## config.mk

```make
export PLATFORM = sky130hd
export DESIGN_NAME = tone_arbiter
export DESIGN_NICKNAME = d
export VERILOG_FILES = /design/src/rtl/tone_pkg.sv /design/src/rtl/rr_arbiter.sv /design/src/rtl/tone_arbiter.sv
export SDC_FILE = /design/constraint.sdc
export NUM_CORES = 1
export LEC_CHECK = 0
export ABC_AREA = 1
export CAP_MARGIN = 5
export CORE_UTILIZATION = 43
export DETAILED_ROUTE_END_ITERATION = 6
export PLACE_DENSITY_LB_ADDON = 0.2
export SLEW_MARGIN = 20
export SYNTH_ARGS = -nofsm -noshare
export SYNTH_HDL_FRONTEND = slang
export SYNTH_SLANG_ARGS = --single-unit
```

## constraint.sdc

```tcl
create_clock -name clk -period 2.8 [get_ports clk]
set_input_delay 0.56 -clock clk [delete_from_list [all_inputs] [get_ports clk]]
set_output_delay 0.56 -clock clk [all_outputs]
set_load 0.01 [all_outputs]
```

## src/rtl/tone_pkg.sv

```systemverilog
// Shared types and constants for the tone arbiter slice.
package tone_pkg;

    typedef enum logic [1:0] {
        IDLE = 2'd0,
        PLAY = 2'd1,
        GAP  = 2'd2
    } state_t;

    localparam int CLK_HZ           = 50_000_000;
    localparam int TICKS_PER_MS_DEF = CLK_HZ / 1000;
    localparam int FREQ_W           = 32;

endpackage

```

## src/rtl/rr_arbiter.sv

```systemverilog
// Round-robin picker: first set request searching upward from the pointer,
// which then advances past the winner.
module rr_arbiter #(
    parameter int NREQ = 4
) (
    input  logic                      clk,
    input  logic                      rst_n,
    input  logic                      enable,
    input  logic [NREQ-1:0]           req,
    output logic [NREQ-1:0]           winner,
    output logic [$clog2(NREQ)-1:0]   win_idx,
    output logic                      valid
);
    localparam int PW = $clog2(NREQ);

    logic [PW-1:0] ptr_reg;
    logic [PW-1:0] ptr_next;

    always_comb begin
        int idx;
        idx     = 0;
        winner  = '0;
        win_idx = '0;
        valid   = 1'b0;
        for (int k = 0; k < NREQ; k++) begin
            idx = int'(ptr_reg) + k;
            if (idx >= NREQ) idx = idx - NREQ;
            if (!valid && enable && req[idx]) begin
                valid       = 1'b1;
                win_idx     = PW'(idx);
                winner[idx] = 1'b1;
            end
        end
    end

    always_comb begin
        if (win_idx == PW'(NREQ - 1)) ptr_next = '0;
        else                          ptr_next = win_idx + 1'b1;
    end

    always_ff @(posedge clk) begin
        if (!rst_n)     ptr_reg <= '0;
        else if (valid) ptr_reg <= ptr_next;
    end

endmodule

```

## src/rtl/tone_arbiter.sv

```systemverilog
// Shares one square-wave tone generator among NREQ requesters: round-robin
// grant, play for the latched duration, then a fixed silent gap.
module tone_arbiter
    import tone_pkg::*;
#(
    parameter int NREQ         = 4,
    parameter int TICKS_PER_MS = TICKS_PER_MS_DEF,
    parameter int GAP_MS       = 10,
    parameter int DUR_W        = 16
) (
    input  logic                    clk,
    input  logic                    rst_n,
    input  logic [NREQ-1:0]         req,
    input  logic [FREQ_W*NREQ-1:0]  freq,
    input  logic [DUR_W*NREQ-1:0]   dur_ms,
    output logic [NREQ-1:0]         gnt,
    output logic [NREQ-1:0]         ack,
    output logic [FREQ_W-1:0]       tone_f,
    output logic                    tone_rst,
    output logic                    busy
);
    localparam int PW = $clog2(NREQ);
    localparam int TW = (TICKS_PER_MS > 1) ? $clog2(TICKS_PER_MS) : 1;
    localparam logic [TW-1:0]    TICK_LAST = TW'(TICKS_PER_MS - 1);
    localparam logic [DUR_W-1:0] GAP_LAST  = DUR_W'((GAP_MS > 0) ? GAP_MS - 1 : 0);

    logic [FREQ_W-1:0] freq_arr [NREQ];
    logic [DUR_W-1:0]  dur_arr  [NREQ];

    generate
        for (genvar gi = 0; gi < NREQ; gi++) begin : g_unpack
            assign freq_arr[gi] = freq[FREQ_W*gi +: FREQ_W];
            assign dur_arr[gi]  = dur_ms[DUR_W*gi +: DUR_W];
        end
    endgenerate

    state_t            state_reg;
    logic [NREQ-1:0]   gnt_reg;
    logic [NREQ-1:0]   ack_reg;
    logic [FREQ_W-1:0] tone_f_reg;
    logic              tone_rst_reg;
    logic              busy_reg;
    logic [PW-1:0]     win_reg;
    logic [NREQ-1:0]   win_onehot_reg;
    logic [DUR_W-1:0]  dur_reg;
    logic [TW-1:0]     tick_reg;
    logic [DUR_W-1:0]  ms_reg;

    logic [NREQ-1:0] arb_winner;
    logic [PW-1:0]   arb_idx;
    logic            arb_valid;

    rr_arbiter #(.NREQ(NREQ)) u_rr (
        .clk     (clk),
        .rst_n   (rst_n),
        .enable  (state_reg == IDLE),
        .req     (req),
        .winner  (arb_winner),
        .win_idx (arb_idx),
        .valid   (arb_valid)
    );

    // Nested prescaler/ms counters replace a dur*TICKS multiply.
    logic tick_last, play_last, gap_last;
    assign tick_last = (tick_reg == TICK_LAST);
    assign play_last = tick_last && (ms_reg == dur_reg - 1'b1);
    assign gap_last  = (GAP_MS == 0) || (tick_last && (ms_reg == GAP_LAST));

    always_ff @(posedge clk) begin
        if (!rst_n) begin
            state_reg      <= IDLE;
            gnt_reg        <= '0;
            ack_reg        <= '0;
            tone_f_reg     <= '0;
            tone_rst_reg   <= 1'b1;
            busy_reg       <= 1'b0;
            win_reg        <= '0;
            win_onehot_reg <= '0;
            dur_reg        <= '0;
            tick_reg       <= '0;
            ms_reg         <= '0;
        end else begin
            ack_reg <= '0;
            case (state_reg)
                IDLE: begin
                    if (arb_valid) begin
                        win_reg        <= arb_idx;
                        win_onehot_reg <= arb_winner;
                        dur_reg        <= dur_arr[arb_idx];
                        tick_reg       <= '0;
                        ms_reg         <= '0;
                        busy_reg       <= 1'b1;
                        if (dur_arr[arb_idx] == '0) begin
                            state_reg <= GAP;
                            ack_reg   <= arb_winner;
                        end else begin
                            state_reg    <= PLAY;
                            gnt_reg      <= arb_winner;
                            tone_f_reg   <= freq_arr[arb_idx];
                            // A zero frequency is a rest: keep the generator held in reset.
                            tone_rst_reg <= (freq_arr[arb_idx] == '0);
                        end
                    end
                end
                PLAY: begin
                    if (!req[win_reg] || play_last) begin
                        state_reg    <= GAP;
                        gnt_reg      <= '0;
                        tone_f_reg   <= '0;
                        tone_rst_reg <= 1'b1;
                        tick_reg     <= '0;
                        ms_reg       <= '0;
                        if (req[win_reg]) ack_reg <= win_onehot_reg;
                    end else if (tick_last) begin
                        tick_reg <= '0;
                        ms_reg   <= ms_reg + 1'b1;
                    end else begin
                        tick_reg <= tick_reg + 1'b1;
                    end
                end
                GAP: begin
                    if (gap_last) begin
                        state_reg <= IDLE;
                        busy_reg  <= 1'b0;
                        tick_reg  <= '0;
                        ms_reg    <= '0;
                    end else if (tick_last) begin
                        tick_reg <= '0;
                        ms_reg   <= ms_reg + 1'b1;
                    end else begin
                        tick_reg <= tick_reg + 1'b1;
                    end
                end
                default: begin
                    state_reg <= IDLE;
                    busy_reg  <= 1'b0;
                end
            endcase
        end
    end

    assign gnt      = gnt_reg;
    assign ack      = ack_reg;
    assign tone_f   = tone_f_reg;
    assign tone_rst = tone_rst_reg;
    assign busy     = busy_reg;

endmodule

```

Word level (Yosys, flattened, before mapping) --
Cells that the tools add are included.
Operators by class: $lt $le $gt $ge 14, bitwise gates (word level) 5, add/subtract/negate cells 11, reduce and logical (&&, ||, !) cells 28, multiplexer cells 79, equal/unequal tests 10
Operator list (count):
- $mux 32 | 9
- $mux 16 | 9
- $ge 32x1->1 const B | 4
- $lt 32x4->1 const B | 4
- $ge 32x4->1 const B | 3
- $pmux 16 s3 | 2
- $sub 32x4->32 const B | 3
- $bmux 32 s2 | 1
- $pmux 32 s2 | 1
- $mux 4 | 11
- $add 16x1->16 const B | 2
- $bmux 16 s2 | 1
- $logic_not 32->1 | 1
- $mux 1 | 22
- $mux 2 | 9
- $eq 16x16->1 | 1
- $eq 16x16->1 const B | 1
- $eq 16x4->1 const B | 1
- $logic_not 16->1 | 1
- $pmux 4 s2 | 2
- $sub 16x1->16 const B | 1
- $logic_and 1x1->1 | 13
- $or 4x4->4 | 3
- $bmux 1 s2 | 5
- 24 further kinds | 37
Word-level totals: bits of input ports 198, output and inout bits 42, bits in registers 100, logic and storage cells 159

Longest topological paths before layout --
word-level depth 27, gate-level depth with buffers 24, gate-level depth less buffers 21

Hierarchy --
A second synthesis with hierarchy kept.
Unflattened totals: cells, all modules 1230, area, all modules 7350.8 µm²
Modules (own cells, without submodules):
- tone_arbiter | instances 1, area an instance 6817.8 µm², cells an instance 1148, seq. area each 1961.9 µm²
- rr_arbiter | instances 1, area an instance 533.0 µm², cells an instance 82, seq. area each 40.0 µm²

Worst setup path after synthesis --
Ideal clock, no wire load.
kind reg2reg, start register u_rr.ptr_reg[0], end register tone_f_reg[19] (netlist: tone_f[19]), required time 2.658 ns, clock period less this slack 3.018 ns, setup time 0.142 ns, buffers on the path 3, arrival time 2.876 ns, setup slack -0.218 ns, cell stages (with the launch flop) 22, cell sequence dfxtp_1 > inv_2 > ha_1 > inv_1 > nand3_1 > nand2_2 > nand4_2 > nor2_2 > nand2_2 > nand2_8 > buf_6 > nand2_1 > nand3_1 > nand2_1 > nor2_1 > nand2_1 > nor2_1 > nand3_1 > buf_4 > buf_2 > nand3_1 > a21oi_2
On the way: cells in the longest elaborated chain, start to end 26, elaborated cells between the ends (all ways) 59, classes of those cells add/sub (7); order compare (4); eq/ne (2); mux (33); bitwise (1); reduce/logical (12)
Ends and longest elaborated chain:
- from (decl) | line rr_arbiter.sv:16 | logic [PW-1:0] ptr_reg;
- from (signal assigned) | line rr_arbiter.sv:43 | else if (valid) ptr_reg <= ptr_next;
- branches (longest 26 deep; another with $sub 32x4->32)
- to (signal assigned) | line tone_arbiter.sv:99 | tone_f_reg <= freq_arr[arb_idx];
- to (decl) | line tone_arbiter.sv:40 | logic [FREQ_W-1:0] tone_f_reg;
Parallel ways; which one is timed is not known. The select of a mux whose other input is x is not followed. A chain may end at the register's enable or synchronous reset.

Final worst setup path --
start register u_rr.ptr_reg[0], end register tone_f_reg[2] (netlist: tone_f[2])
The elaborated chain is that of the path after synthesis.

==> impl_results.md <==
- Total core area: 17400 um^2
- Starting density of the core: 44.3%
- Worst Min Path Start: tone_f[4]
- Share of the clock period used by the worst path: 109%
- Cell Area, Synth: approximately 7700 um^2
- DRC errors left: 0
- Fmax achieved: ~330 MHz
- Full die area: between 15000 and 20000 um^2
- Initial antenna violation count: 1
- Wire length of the first global-routing pass: 42000 um
- Synth unique cells: 39
- # nets final: 1828
- Reg2reg path depth: 22
- DRC violation total after the first TritonRoute iteration: around 590
- Pin count of the biggest net entering global routing: 45
- Number of synthesized flops with an enable pin: 0
- Post-detailed-route count of antenna-violating nets: 0
- Async SR Flop Fraction: 0%
- Via-per-instance ratio: 5.19
- Kind of start point of the critical path: flop
- Mean instance size in the synthesized netlist: 5.93 um^2
- Total wire length after detailed routing: 27700 um
- Max-slew headroom: 65.6%
- CTS max path bufs: 2
- Synthesized netlist cell count: 1301
- Flip-flop count of the largest register after layout: 32
- Failing checks: setup timing
- Worst-case clock skew: 0.0109 ns
- Number of maximum-capacitance violations: 0
- Type of element capturing the critical path: flop
- Filler cell count in the final layout: 1423
- Yosys warning total: 0
- Critical Path Fanout Max: 8
- Pre-Repair DR Iteration Count: 7
- Count of endpoints failing setup in the final report: 43
- Routed wire length per instance: 15.0 um
- Leading cell type in the layout, fill and taps excluded: sky130_fd_sc_hd__nand2_1
- Data required time of the worst path: about 3 ns
- Result of the run: complete, but fails checks
- Net count after synthesis: 1515
- Cell leakage power: ~5.6 nW
- Pins over their slew limit: 0
- Final Wtd Congestion: 0.896
- TritonCTS buffer count: 9
- Die width: 136 um
- Buffer type at the clock tree root: sky130_fd_sc_hd__clkbuf_16
- Footprint of the flip-flops and latches: 2010 um^2
- Worst setup path class: flop to flop
- Count of input and output buffers: 239
- Via count of the first global-routing pass: 8657
- RR Endpoint: tone_f[2]
- Class of the most critical hold timing path: flop to flop
- Sequential cell area fraction in the yosys report: between 20 and 30%
- Cell depth of the worst min-delay path: 2
- Row count: 48
- Worst min-delay path endpoint: tone_f[4]
- Count of endpoints failing hold in the final timing report: 0
- Fraction of final layout cells sized beyond drive strength 1: 18.2%
- Gr usage total: around 28%
- Height of the chip: 136 um
- Pin slew with the least headroom to its limit: 0.515 ns
- Power density of the placed cells: approximately 1300 nW/um^2
- Arrival @ worst endpoint: 3.34 ns
- Setup TNS: -8.05 ns
- Total grt overflow: 0
- Min Clock Period, post-route: 3.06 ns
- Ports: 240
- Area of the multi-input gates: 5290 um^2
- Smallest setup slack after layout: -0.258 ns
- CTS H-tree lvls: 3
- Setup repair after global routing missed its margin: yes
- TritonCTS clock tree: built
- Worst reg-to-reg setup slack: -0.26 ns
- Reg-to-reg critical path startpoint: u_rr.ptr_reg[0]
- Via count: roughly 9600
- Flip-flop and latch count after synthesis: 100
- Area Overhead vs Synth: 59.3%
- Clock Latency Late Sink: 0.36 ns
- Dominant synthesized flop cell: sky130_fd_sc_hd__dfxtp_1
- Clock Pin Slew Worst Setup and Hold Paths: about 0.070 ns
- Clock tree sinks: 100
- Most used cells in the layout excluding fill and tap cells: sky130_fd_sc_hd__nand2_1 (361), sky130_fd_sc_hd__clkdlybuf4s50_1 (235), sky130_fd_sc_hd__nand3_1 (171)
- Detailed Place HPWL: roughly 19000 um
- Worst-case vdd ir drop: 0.000758 V
- Worst hold slack across all endpoints: 0.461 ns
[worst max-delay path, stage by stage, from the launching register on]
cell	delay (ns)
sky130_fd_sc_hd__dfxtp_2	0.35
sky130_fd_sc_hd__inv_2	0.06
sky130_fd_sc_hd__buf_4	0.16
sky130_fd_sc_hd__nand2_2	0.08
sky130_fd_sc_hd__nand3_1	0.11
sky130_fd_sc_hd__nand2_2	0.12
sky130_fd_sc_hd__inv_1	0.06
sky130_fd_sc_hd__nand4_1	0.14
sky130_fd_sc_hd__nand2_2	0.10
sky130_fd_sc_hd__buf_6	0.13
sky130_fd_sc_hd__nand2_8	0.19
sky130_fd_sc_hd__buf_12	0.15
sky130_fd_sc_hd__nand3_1	0.10
sky130_fd_sc_hd__nand3_1	0.12
sky130_fd_sc_hd__nand2_1	0.09
sky130_fd_sc_hd__nor2_1	0.11
sky130_fd_sc_hd__nand2_1	0.09
sky130_fd_sc_hd__nor2_4	0.13
sky130_fd_sc_hd__nand3_4	0.12
sky130_fd_sc_hd__nand2_8	0.17
sky130_fd_sc_hd__clkbuf_16	0.18
sky130_fd_sc_hd__nand2_2	0.05
sky130_fd_sc_hd__a21oi_1	0.14
[stage by stage]
step                      setup slack, ns  util, %  area [um^2]  std cells  power, mW
after global placement             -0.496     63.4        11000       1799       12.5
after global routing               -0.381     70.5        12300       1845       17.6
after detailed placement           -0.553     63.4        11000       1799       12.6
after CTS                         -0.0255     66.6        11600       1828       14.6
after floorplan                    0.0216        -         7730       1301       8.31
final                              -0.258     70.5        12300       1845       16.3
[layout make-up]
class                           count  share of cell area (%)
Antenna cell                        1                  0.0204
Clock buffer                       10                    1.95
Clock inverter                      6                   0.591
Inverter                          159                    4.92
Multi-Input combinational cell    973                    43.0
Sequential cell                   100                    16.3
Tap cell                          225                    2.29
Timing Repair Buffer              371                    30.9
[power breakdown]
| part | internal [mW] | total (mW) | switching [mW] |
|---|---|---|---|
| clock network | 0.727 | 1.31 | 0.581 |
| registers | 1.75 | 1.99 | 0.240 |
| logic | 5.92 | 13.0 | 7.12 |
[worst max path at each step]
| stage | start | end | cells past startpoint |
|---|---|---|---|
| 2_1_floorplan | u_rr.ptr_reg[1] | tone_f[19] | 22 |
| 3_3_place_gp | req[3] | tone_rst | 21 |
| 3_5_place_dp | req[3] | tone_rst | 22 |
| 6_report | u_rr.ptr_reg[0] | tone_f[2] | 22 |
| 5_1_grt | u_rr.ptr_reg[0] | tone_f[2] | 22 |
| 4_1_cts | u_rr.ptr_reg[0] | tone_rst | 22 |
[cells in the mapped netlist, drive strengths merged, types with 2 or more instances]
| cell | number | area share [%] |
|---|---|---|
| o21ai | 30 | 1.9 |
| a21oi | 78 | 5.9 |
| nor3 | 12 | 0.78 |
| ha | 16 | 2.6 |
| a221oi | 4 | 0.45 |
| nand3b | 7 | 0.68 |
| o21bai | 13 | 1.3 |
| xor2 | 28 | 3.2 |
| inv | 158 | 7.7 |
| clkbuf | 32 | 1.6 |
| nand3 | 192 | 12 |
| nand2 | 417 | 21 |
| o2111ai | 5 | 0.57 |
| nor4 | 7 | 0.57 |
| dfxtp | 100 | 26 |
| nor2 | 113 | 5.6 |
| o211ai | 6 | 0.58 |
| xnor2 | 9 | 1.0 |
| nand4 | 24 | 2.0 |
| or2 | 2 | 0.16 |
| buf | 41 | 3.3 |
[logic make-up (layout without fill, tap and decap cells)]
| kind of cell | count (synthesis) | after routing | synth area share [%] |
|---|---|---|---|
| flip-flops | 100 | 100 | 26.0 |
| XOR/XNOR | 37 | 37 | 4.20 |
| buffers and inverters | 232 | 546 | 12.6 |
| AND/OR/NAND/NOR | 776 | 780 | 43.6 |
| adder cells (fa/ha/maj) | 16 | 16 | 2.60 |
| other | 0 | 1 | 0 |
| AO/OA/AOI/OAI | 140 | 140 | 11.1 |
[per-layer routing]
layer / vias up / wire length, um / track usage [%]
met2: 403 / 13800 / 49.9
li1: 4804 / - / -
met4: 0 / 701 / 7.47
met1: 4303 / 11500 / 35.6
met3: 62 / 1700 / 4.88
met5: - / 0 / 0
[what timing repair did]
item,in CTS,in global routing
pin swaps,3,44
hold buffers,0,0
gates cloned,5,10
setup endpoints to repair,42,56
gates resized for setup,26,119
buffers inserted,8,6
No activity file was read; power rests on OpenSTA's default activity.
